$ cat src/rtl/serial_addsub_ctrl.sv
// rtl/serial_addsub_ctrl.sv - bit-serial add/subtract controller around one shared full add/sub cell
// Operands are latched on start and consumed LSB first, one bit per clock.

module one_bit_adder_subtractor (
   input  logic a_i,
   input  logic b_i,
   input  logic cin_i,
   input  logic op_i,
   output logic sum_o,
   output logic cout_o
);

   logic b_eff;

   // Subtraction inverts b here; the +1 comes from the carry seed in the controller.
   assign b_eff  = b_i ^ op_i;
   assign sum_o  = a_i ^ b_eff ^ cin_i;
   assign cout_o = (a_i & b_eff) | (a_i & cin_i) | (b_eff & cin_i);

endmodule

module serial_addsub_ctrl #(
   parameter int WIDTH = 8
) (
   input  logic             clk,
   input  logic             reset,
   input  logic             start,
   input  logic [WIDTH-1:0] a,
   input  logic [WIDTH-1:0] b,
   input  logic             opcode,
   output logic             busy,
   output logic             done,
   output logic [WIDTH-1:0] result,
   output logic             cout,
   output logic             overflow
);

   localparam int CW = (WIDTH > 2) ? $clog2(WIDTH) : 1;
   localparam logic [CW-1:0] CNT_LAST = CW'(WIDTH - 1);
   localparam logic [CW-1:0] CNT_PRE  = CW'(WIDTH - 2);

   typedef enum logic [1:0] {
      ST_IDLE,
      ST_RUN,
      ST_DONE
   } state_t;

   state_t           state_q, state_d;
   logic [WIDTH-1:0] a_sr_q, a_sr_d;
   logic [WIDTH-1:0] b_sr_q, b_sr_d;
   logic             op_q, op_d;
   logic             carry_q, carry_d;
   logic [CW-1:0]    cnt_q, cnt_d;
   logic             cmsb_q, cmsb_d;
   logic [WIDTH-1:0] result_q, result_d;
   logic             cout_q, cout_d;
   logic             ovf_q, ovf_d;

   logic             cell_sum;
   logic             cell_cout;

   one_bit_adder_subtractor u_cell (
      .a_i    (a_sr_q[0]),
      .b_i    (b_sr_q[0]),
      .cin_i  (carry_q),
      .op_i   (op_q),
      .sum_o  (cell_sum),
      .cout_o (cell_cout)
   );

   always_ff @(posedge clk) begin
      if (reset) begin
         state_q  <= ST_IDLE;
         a_sr_q   <= '0;
         b_sr_q   <= '0;
         op_q     <= 1'b0;
         carry_q  <= 1'b0;
         cnt_q    <= '0;
         cmsb_q   <= 1'b0;
         result_q <= '0;
         cout_q   <= 1'b0;
         ovf_q    <= 1'b0;
      end else begin
         state_q  <= state_d;
         a_sr_q   <= a_sr_d;
         b_sr_q   <= b_sr_d;
         op_q     <= op_d;
         carry_q  <= carry_d;
         cnt_q    <= cnt_d;
         cmsb_q   <= cmsb_d;
         result_q <= result_d;
         cout_q   <= cout_d;
         ovf_q    <= ovf_d;
      end
   end

   always_comb begin
      state_d  = state_q;
      a_sr_d   = a_sr_q;
      b_sr_d   = b_sr_q;
      op_d     = op_q;
      carry_d  = carry_q;
      cnt_d    = cnt_q;
      cmsb_d   = cmsb_q;
      result_d = result_q;
      cout_d   = cout_q;
      ovf_d    = ovf_q;
      busy     = 1'b0;
      done     = 1'b0;

      case (state_q)
         ST_IDLE: begin
            if (start) begin
               a_sr_d  = a;
               b_sr_d  = b;
               op_d    = opcode;
               carry_d = opcode;
               cnt_d   = '0;
               state_d = ST_RUN;
            end
         end
         ST_RUN: begin
            busy     = 1'b1;
            result_d = {cell_sum, result_q[WIDTH-1:1]};
            carry_d  = cell_cout;
            a_sr_d   = a_sr_q >> 1;
            b_sr_d   = b_sr_q >> 1;
            if (cnt_q == CNT_PRE) begin
               cmsb_d = cell_cout;
            end
            if (cnt_q == CNT_LAST) begin
               cout_d  = cell_cout;
               ovf_d   = cmsb_q ^ cell_cout;
               state_d = ST_DONE;
            end else begin
               cnt_d = cnt_q + CW'(1);
            end
         end
         ST_DONE: begin
            done    = 1'b1;
            state_d = ST_IDLE;
         end
         default: begin
            state_d = ST_IDLE;
         end
      endcase
   end

   assign result   = result_q;
   assign cout     = cout_q;
   assign overflow = ovf_q;

endmodule

$ cat config.mk
export PLATFORM = sky130hd
export DESIGN_NAME = serial_addsub_ctrl
export DESIGN_NICKNAME = d
export VERILOG_FILES = /design/src/rtl/serial_addsub_ctrl.sv
export SDC_FILE = /design/constraint.sdc
export NUM_CORES = 1
export LEC_CHECK = 0
export BUFFER_PORTS_ARGS = -buffer_cell sky130_fd_sc_hd__buf_2
export CAP_MARGIN = 10
export CORE_ASPECT_RATIO = 0.6
export CORE_MARGIN = 4
export CORE_UTILIZATION = 52
export DETAILED_ROUTE_END_ITERATION = 8
export PLACE_DENSITY = 0.77
export SKIP_LAST_GASP = 1
export SLEW_MARGIN = 30
export SYNTH_ARGS = -nofsm -noshare
export SYNTH_HDL_FRONTEND = slang
export SYNTH_SLANG_ARGS = --single-unit
$ cat constraint.sdc
create_clock -name clk -period 2.2 [get_ports clk]
set_input_delay 0 -clock clk [delete_from_list [all_inputs] [get_ports clk]]
set_output_delay 0 -clock clk [all_outputs]
set_load 0.02 [all_outputs]
==> impl_metrics.env, run 1 <==
export IMPL_slowest_stage="dfxtp_1"
export IMPL_met2_wirelength_mm=1.534
export IMPL_rsz0062_at_grt="no"
export IMPL_skew_ns=0.01162
export IMPL_min_delay_path_class="in -> reg"
export IMPL_die_w_um=76.12
export IMPL_period_minus_slack_ns=1.764
export IMPL_fin_tns_setup_ns=0
export IMPL_area_delta_synth_final_pct=27.31
export IMPL_grt_pass1_vias=1249
export IMPL_status="finished, final reports clean"
export IMPL_num_rows=14
export IMPL_avgSynthCellArea_um2=8.368
export IMPL_tightest_slew_ns=0.6603
export IMPL_grt_usage_pct=18.69
export IMPL_synth_area_mm2=0.001448
export IMPL_cts_resized=0
export IMPL_m1WireLength_mm=1.539
export IMPL_gp_congestion=0.7325
export IMPL_synth_edf_count=0
export IMPL_end_kind="output port"
export IMPL_wire_per_inst_um=13.66
export IMPL_yosysWarnings=0
export IMPL_grt_pass1_wl_mm=5.630
export IMPL_fmax_mhz=567.0
export IMPL_finalCoreUtilization_pct=71.57
export IMPL_antenna_found_initial=0
export IMPL_vdd_drop_max_mv=0.4907
export IMPL_drt_initial_drc_count=101
export IMPL_cts_made_buffers=5
export IMPL_routed_wl_mm=3.387
export IMPL_firstDrtPassIters=4
export IMPL_drv_cap=0
export IMPL_vias_per_cell=5.512
export IMPL_clk_latency_ns=0.30
export IMPL_h_tree_depth=2
export IMPL_io_buffers=31
export IMPL_die_y_um=48.87
export IMPL_power_leakage_nw=0.7803
export IMPL_synth_async_reset_ratio_pct=0
export IMPL_num_vias=1367
export IMPL_gr_total_overflow=0
export IMPL_setup_viol=0
export IMPL_drive_above_1_share_pct=20.83
export IMPL_grt_max_degree=36
export IMPL_dp_hpwl_mm=2.133
export IMPL_nNetsFinal=239
export IMPL_design_area_mm2=0.001843
export IMPL_ys_seq_elements=34
export IMPL_path_cells="nand2b_2, inv_1, buf_4, buf_2"
export IMPL_cts_setup_buffers=0
export IMPL_root_buffer="clkbuf_8"
export IMPL_synth_nets=197
export IMPL_hold_violations=0
export IMPL_path_max_fanout=21
export IMPL_met3_length_um=221
export IMPL_min_period_over_period_pct=80.16
export IMPL_slowest_delay_ns=0.47
export IMPL_postPlaceCellArea_mm2=0.001588
export IMPL_cts_buffer_depth=2
export IMPL_cellPowerDensity_mw_per_mm2=734.4
export IMPL_clock_sinks=34
export IMPL_critical_path_arrival_ns=1.76
export IMPL_start_kind="flop"
export IMPL_drtAntennaViolNets=0
export IMPL_clkTransAtPathRegs_ns=0.07
export IMPL_seq_area_frac_synth_pct=47.02
export IMPL_ys_types=32
export IMPL_maxUsedRoutingLayer="met4"
export IMPL_worst_endpoint_required_ns=2.20
export IMPL_drc=0
export IMPL_syn_inst=173
export IMPL_synth_ff_type="dfxtp_1"
export IMPL_slew_violations=0
export IMPL_cts_tree="yes"
export IMPL_dieArea_mm2=0.003720
export IMPL_io_pins=32
export IMPL_antenna_cells=0
export IMPL_finalPower_mw=1.354
export IMPL_initial_core_util_pct=56.22
export IMPL_core_area_mm2=0.002575
export IMPL_maxSlewHeadroom_pct=55.95
export IMPL_critPathKind="reg -> out"
-- power by group --
part	leakage (nW)	internal (mW)	total (mW)	switching, mW
Combinational	0.454	0.0842	0.193	0.109
Sequential	0.279	0.651	0.673	0.0221
Clock	0.0472	0.251	0.488	0.236
-- Yosys cell counts (all sizes together), types with 2 or more instances --
cell | number | area, µm²
a211oi | 13 | 97.59
a21oi | 26 | 130.1
a22oi | 2 | 15.01
a311oi | 2 | 17.52
a31oi | 2 | 12.51
buf | 7 | 42.54
clkbuf | 7 | 27.52
dfxtp | 34 | 680.7
ha | 3 | 37.54
inv | 4 | 15.01
nand2 | 32 | 120.1
nand2b | 4 | 27.53
nand3 | 4 | 20.02
nor2 | 17 | 63.81
or3b | 2 | 17.52
xnor2 | 2 | 17.52
-- layout by cell type, fill, tap and decap left out, drive strengths merged, types with 3 or more instances in the layout --
master / synthesis / final
nand3: 4 / 4
clkbuf: 7 / 6
inv: 4 / 4
buf: 7 / 33
nand2: 32 / 32
nand2b: 4 / 4
a211oi: 13 / 13
nor2: 17 / 17
a21oi: 26 / 26
dlygate4sd3: 0 / 16
dfxtp: 34 / 34
ha: 3 / 3
-- final timing paths --
path                    from        end  slack [ns]  cells past startpoint
setup / recovery  state_q[0]       busy        0.44                      4
hold / removal        opcode       op_q        0.03                      3
setup reg to reg    cnt_q[0]   cnt_q[1]        0.56                      5
hold reg to reg    result[0]  result[0]        0.45                      2
-- worst max-delay path, delay by kind of cell, from the launching register on --
kind                   cells  cell delay, ns
buffers and inverters      3            0.91
DFF                        1            0.47
and+or+nand+nor            1            0.09
-- stage by stage --
step / setup WS [ns] / hold slack, ns / std cells
after global routing: 0.3180 / 0.06259 / 248
final: 0.4364 / 0.02799 / 248
after floorplan: 0.6531 / 0.1410 / 173
after global placement: 0.6294 / 0.2399 / 224
after detailed placement: 0.5882 / 0.2529 / 224
after CTS: 0.4349 / 0.02444 / 248
-- layer usage --
metal	GRT usage, %	up-vias
met5	0	-
met1	24.35	626
met2	27.84	50
met3	6.089	13
met4	9.012	0
li1	-	678
-- sequential cells by signal, indices dropped and copies added (netlist names) --
signal and flops:
a_sr_q 8, b_sr_q 8, carry_q 1, cmsb_q 1, cnt_q 3, cout 1, op_q 1, overflow 1
result 8, state_q 2
-- cell families (layout without fill, tap and decap cells) --
family | count (synthesis) | count (layout) | share of synthesized area, %
and+or+nand+nor | 66 | 66 | 20.66
AOI/OAI and AO/OA | 49 | 49 | 21.26
DFF | 34 | 34 | 47.02
buffers and inverters | 18 | 61 | 5.876
adders and majority gates | 4 | 4 | 3.976
xor gates and xnor gates | 2 | 2 | 1.210
-- what timing repair did --
item | CTS | global route
hold endpoints to repair | 16 | 0
hold buffers | 16 | 0
setup endpoints to repair | 0 | 0
-- layout make-up --
type,count,area (µm²)
fillers,188,732.0
multi-input cells,121,681.9
flip-flops and latches,34,680.7
repair buffers,49,330.3
clock buffers,6,82.58
well taps,32,40.04
inverters,4,15.01
clock inverters,2,12.51
(Power assumes the default switching activity.)
==> inputs of run 2 (changes only) <==
Settings changed: ABC_AREA set to 1, CORE_UTILIZATION 52 to 53.
Clock period 2.2 ns to 1.8 ns, I/O delays scaled along.
==> run 2 against run 1 <==
Against the previous run:
- die area up 6.0%
- critical endpoint unchanged
- routed wire length down 7.9%
- design area up 3.0%
- count of clock-buffer cells in the layout unchanged
==> impl_metrics.env, run 2 <==
export IMPL_status="finished, final reports clean"
export IMPL_reg2reg_depth=6
export IMPL_clkTransAtPathRegs_ns=0.06
export IMPL_gr_total_overflow=0
export IMPL_nNetsFinal=291
export IMPL_num_vias=1433
export IMPL_drc=0
export IMPL_finalPower_mw=1.943
export IMPL_drv_cap=0
export IMPL_power_leakage_nw=0.9588
export IMPL_critPathKind="reg -> out"
export IMPL_synth_edf_count=0
export IMPL_min_period_over_period_pct=87.04
export IMPL_grt_max_degree=37
export IMPL_antenna_found_initial=0
export IMPL_dieArea_mm2=0.003943
export IMPL_vdd_drop_max_mv=0.8322
export IMPL_finalWorstSetupSlack_ns=0.2333
export IMPL_seq_area_frac_synth_pct=43.14
export IMPL_synth_top_family_by_area="simple AND/OR/NAND/NOR gates"
export IMPL_finalCoreUtilization_pct=66.54
export IMPL_h_tree_depth=2
export IMPL_dp_slack_ns=0.3981
export IMPL_initial_core_util_pct=55.31
export IMPL_met2_wirelength_mm=1.283
export IMPL_io_pins=32
export IMPL_synthSimpleGateAreaFrac_pct=31.01
export IMPL_synth_most_common_cell="nand2_1"
export IMPL_synth_nets=261
export IMPL_end_kind="output port"
export IMPL_synth_top_area_cell="dfxtp_1"
export IMPL_start_kind="flop"
export IMPL_critical_path_arrival_ns=1.57
export IMPL_routed_wl_mm=3.118
export IMPL_cellPowerDensity_mw_per_mm2=1024
export IMPL_vias_per_cell=4.623
export IMPL_gp_congestion=0.7611
export IMPL_avgSynthCellArea_um2=6.657
export IMPL_setup_viol=0
export IMPL_root_buffer="clkbuf_8"
export IMPL_yosysWarnings=0
export IMPL_cts_setup_buffers=0
export IMPL_cts_tree="yes"
export IMPL_firstDrtPassIters=5
export IMPL_slew_violations=0
export IMPL_synth_async_reset_ratio_pct=0
export IMPL_m1WireLength_mm=1.547
export IMPL_fmax_mhz=638.3
export IMPL_antenna_cells=0
export IMPL_cts_hold_buffers=2
export IMPL_grt_usage_pct=17.10
export IMPL_core_area_mm2=0.002853
export IMPL_synth_compound_area_share_pct=10.07
export IMPL_wire_per_inst_um=10.06
export IMPL_clk_latency_ns=0.28
export IMPL_die_w_um=78.44
export IMPL_synth_common_cells="nand2_1, nor2_1, dfxtp_1, inv_1, o21ai_1"
export IMPL_hold_path_depth=2
export IMPL_synthAdderAreaFrac_pct=3.648
export IMPL_num_rows=15
export IMPL_rsz0062_at_grt="no"
export IMPL_maxUsedRoutingLayer="met4"
export IMPL_fin_tns_setup_ns=0
export IMPL_synth_area_leaders="dfxtp_1, nand2_1, nor2_1"
export IMPL_maxSlewHeadroom_pct=52.87
export IMPL_synth_xor_area_share_pct=1.110
export IMPL_hold_violations=0
export IMPL_ys_types=19
export IMPL_worst_endpoint_required_ns=1.80
export IMPL_die_y_um=50.27
export IMPL_ys_seq_elements=34
export IMPL_synth_top_cell_area_share_pct=43.14
export IMPL_mostFrequentLayoutCell="nand2_1"
export IMPL_path_max_fanout=13
export IMPL_synth_ff_type="dfxtp_1"
export IMPL_muxShareOfSynthArea_pct=0
export IMPL_period_minus_slack_ns=1.567
export IMPL_io_buffers=31
export IMPL_skew_ns=0.005871
export IMPL_grt_pass1_wl_mm=5.202
export IMPL_syn_inst=237
export IMPL_synth_area_mm2=0.001578
export IMPL_final_cell_mix="nand2_1, nor2_1, dfxtp_1"
export IMPL_drive_above_1_share_pct=16.42
export IMPL_clock_sinks=34
export IMPL_min_delay_path_class="in -> reg"
export IMPL_met3_length_um=240
export IMPL_grt_pass1_vias=1211
export IMPL_cts_buffer_depth=2
export IMPL_drtAntennaViolNets=0
export IMPL_cts_resized=0
export IMPL_cts_made_buffers=5
export IMPL_drt_initial_drc_count=89
export IMPL_tightest_slew_ns=0.7042
export IMPL_dp_hpwl_mm=2.127
export IMPL_area_delta_synth_final_pct=20.30
==> run 2: cell families after synthesis <==
logic type | count (synthesis)
adders and majority gates | 4
DFF | 34
buffers and inverters | 40
AOI/OAI and AO/OA | 31
xor gates and xnor gates | 2
and+or+nand+nor | 126
==> run 2: through the flow <==
| stage | cells | hold WS [ns] | instance area, µm² |
|---|---|---|---|
| after global routing | 310 | 0.007907 | 1898 |
| after detailed placement | 300 | 0.2564 | 1735 |
| after floorplan | 237 | 0.1428 | 1578 |
| after global placement | 300 | 0.2533 | 1728 |
| after CTS | 310 | 0.001222 | 1898 |
| final | 310 | 0.01175 | 1898 |
==> run 2: path summary, 6_finish.rpt <==
kind	to	from	slack, ns
min	cnt_q[2]	reset	0.01
min reg2reg	b_sr_q[7]	b_sr_q[7]	0.46
max	busy	state_q[0]	0.23
max reg2reg	a_sr_q[6]	state_q[0]	0.40
==> run 2: area by class of cell <==
| cell class | instances | area (µm²) |
|---|---|---|
| fillers | 259 | 954.7 |
| multi-input cells | 163 | 730.7 |
| flip-flops and latches | 34 | 680.7 |
| repair buffers | 34 | 182.7 |
| inverters | 29 | 108.9 |
| clock buffers | 6 | 82.58 |
| clock inverters | 2 | 60.06 |
| well taps | 42 | 52.55 |
==> run 2: critical path: stages, from the launching register on <==
cell,delay (ns)
dfxtp_1,0.51
inv_1,0.09
nor2_2,0.42
buf_2,0.26
==> run 2: per-layer routing <==
layer  vias to the layer above  track usage (%)
li1                        774                -
met1                       607            22.04
met2                        45            26.28
met3                         7            5.376
met4                         0            7.849
met5                         -                0
==> run 2: where the power goes <==
part / internal, mW / total [mW] / switching (mW)
registers: 0.803 / 0.828 / 0.0249
logic: 0.0965 / 0.259 / 0.163
clock network: 0.590 / 0.855 / 0.265
total: 1.49 / 1.94 / 0.452
==> inputs of run 3 (changes only) <==
Settings changed: ABC_AREA 1 to not set, CORE_UTILIZATION 53 to 52.
==> run 3 against run 2 <==
Against the previous run:
- core utilization rose by 5.1 points
- clock power fell by 36%
- combinational power fell by 7%
- largest cell class unchanged
- worst setup slack got worse by 0.094 ns
- largest power group is now registers
==> impl_metrics.env, run 3 (same netlist as run 1, synthesis figures left out) <==
export IMPL_status="finished, final reports clean"
export IMPL_vias_per_cell=5.274
export IMPL_power_leakage_nw=0.7863
export IMPL_dieArea_mm2=0.003720
export IMPL_die_y_um=48.87
export IMPL_grt_usage_pct=19.38
export IMPL_hold_violations=0
export IMPL_critPathKind="reg -> reg"
export IMPL_min_delay_path_class="in -> reg"
export IMPL_start_kind="flop"
export IMPL_post_place_cells=226
export IMPL_fillCellCount=198
export IMPL_grt_pass1_wl_mm=5.733
export IMPL_core_area_mm2=0.002575
export IMPL_critPathMostFrequentCell="ha_1"
export IMPL_hold_slack_ns=0.02104
export IMPL_drtAntennaViolNets=0
export IMPL_fin_tns_setup_ns=0
export IMPL_pwr_share_comb_pct=15.0
export IMPL_antenna_cells=0
export IMPL_area_delta_synth_final_pct=27.48
export IMPL_min_period_over_period_pct=92.26
export IMPL_worst_endpoint_required_ns=2.01
export IMPL_io_pins=32
export IMPL_drt_initial_drc_count=115
export IMPL_grt_pass1_vias=1234
export IMPL_multi_input_area_um2=681.9
export IMPL_path_cells="ha_1, ha_1, or3b_1, or2_0, a21oi_1"
export IMPL_root_buffer="clkbuf_8"
export IMPL_setup_viol=0
export IMPL_p_sw_share_pct=25.50
export IMPL_final_cell_mix="dfxtp_1, nand2_1, buf_2"
export IMPL_period_minus_slack_ns=1.661
export IMPL_slew_violations=0
export IMPL_dp_hpwl_mm=2.218
export IMPL_gp_congestion=0.7296
export IMPL_firstDrtPassIters=4
export IMPL_p_sw_uw=409.9
export IMPL_mostFrequentLayoutCell="dfxtp_1"
export IMPL_initial_core_util_pct=56.22
export IMPL_instances_no_fill=248
export IMPL_gr_total_overflow=0
export IMPL_end_kind="flop"
export IMPL_clkTransAtPathRegs_ns=0.06
export IMPL_fmax_mhz=602.2
export IMPL_pwr_share_seq_pct=51.2
export IMPL_cts_resized=0
export IMPL_drive_above_1_share_pct=20.83
export IMPL_maxSlewHeadroom_pct=59.53
export IMPL_cts_buffer_depth=2
export IMPL_critical_path_arrival_ns=1.87
export IMPL_vdd_drop_max_mv=0.6122
export IMPL_cts_setup_buffers=0
export IMPL_antenna_found_initial=0
export IMPL_die_w_um=76.12
export IMPL_drv_cap=0
export IMPL_grt_max_degree=36
export IMPL_slowest_stage="or3b_1"
export IMPL_rsz0062_at_grt="no"
export IMPL_clk_latency_ns=0.28
export IMPL_clock_sinks=34
export IMPL_nNetsFinal=241
export IMPL_io_buffers=31
export IMPL_pwr_share_clk_pct=33.8
export IMPL_cts_tree="yes"
export IMPL_slowest_delay_ns=0.47
export IMPL_finalCoreUtilization_pct=71.67
export IMPL_drc=0
export IMPL_num_rows=14
export IMPL_cts_made_buffers=5
export IMPL_num_vias=1308
export IMPL_tightest_slew_ns=0.6070
export IMPL_h_tree_depth=2
export IMPL_wire_per_inst_um=13.66
export IMPL_p_int_mw=1.197
export IMPL_skew_ns=0.005923
export IMPL_seq_area_um2=680.7
export IMPL_cellPowerDensity_mw_per_mm2=870.9
export IMPL_routed_wl_mm=3.388
export IMPL_path_max_fanout=7
run 3: cell types whose count changed in the layout (fill, tap and decap cells not counted), sizes merged, moves of 13 or more:
cell / delta
a211oi: +13
inv: -25
a21oi: +19
nor2: -40
nand2: -32
dlygate4sd3: +14
o21ai: -23
run 3: path summary, 6_finish.rpt:
path	startpoint	to	slack, ns	depth (start not counted)
max	cnt_q[0]	cnt_q[1]	0.14	5
min	opcode	op_q	0.02	3
max reg2reg	cnt_q[0]	cnt_q[1]	0.14	5
min reg2reg	overflow	overflow	0.47	2
run 3: area by class of cell:
| class | instances | area share (%) |
|---|---|---|
| repair buffers | 51 | 18.71 |
| multi-input cells | 121 | 36.95 |
| well taps | 32 | 2.169 |
| inverters | 4 | 0.8136 |
| flip-flops and latches | 34 | 36.88 |
| clock buffers | 6 | 4.475 |
run 3: power by group through the flow:
stage	Combinational, mW	Clock, mW	Sequential [mW]
floorplan	0.156	0	0.834
global placement	0.200	0	0.837
detailed placement	0.208	0	0.840
CTS	0.235	0.556	0.823
global route	0.271	0.596	0.827
finish	0.241	0.543	0.824
run 3: per-stage QoR:
stage	power [mW]	setup WS (ns)	area, µm²
2_1_floorplan	0.9902	0.2531	1448
3_3_place_gp	1.037	0.2351	1603
3_5_place_dp	1.048	0.1574	1603
4_1_cts	1.614	0.1427	1846
5_1_grt	1.695	0.03809	1846
6_report	1.607	0.1394	1846
run 3: repair_timing:
action / CTS / global route
setup endpoints to repair: 0 / 0
endpoints found under the hold margin: 16 / 0
hold buffers: 16 / 0
run 3: per-layer routing:
| metal | part of all wire (%) | wire length, µm | global-route usage (%) | vias to the layer above |
|---|---|---|---|---|
| met5 | 0 | 0 | 0 | - |
| li1 | - | - | - | 676 |
| met3 | 6.2 | 211 | 6.827 | 12 |
| met2 | 45 | 1532 | 29.55 | 43 |
| met4 | 2.6 | 89 | 10.17 | 0 |
| met1 | 46 | 1554 | 24.07 | 577 |
run 3: worst max-delay path: cells and delay by family (launching register included):
kind,cells,cell delay [ns]
flops,1,0.33
compound gates,1,0.11
fa+ha+maj,2,0.45
simple gates,2,0.70
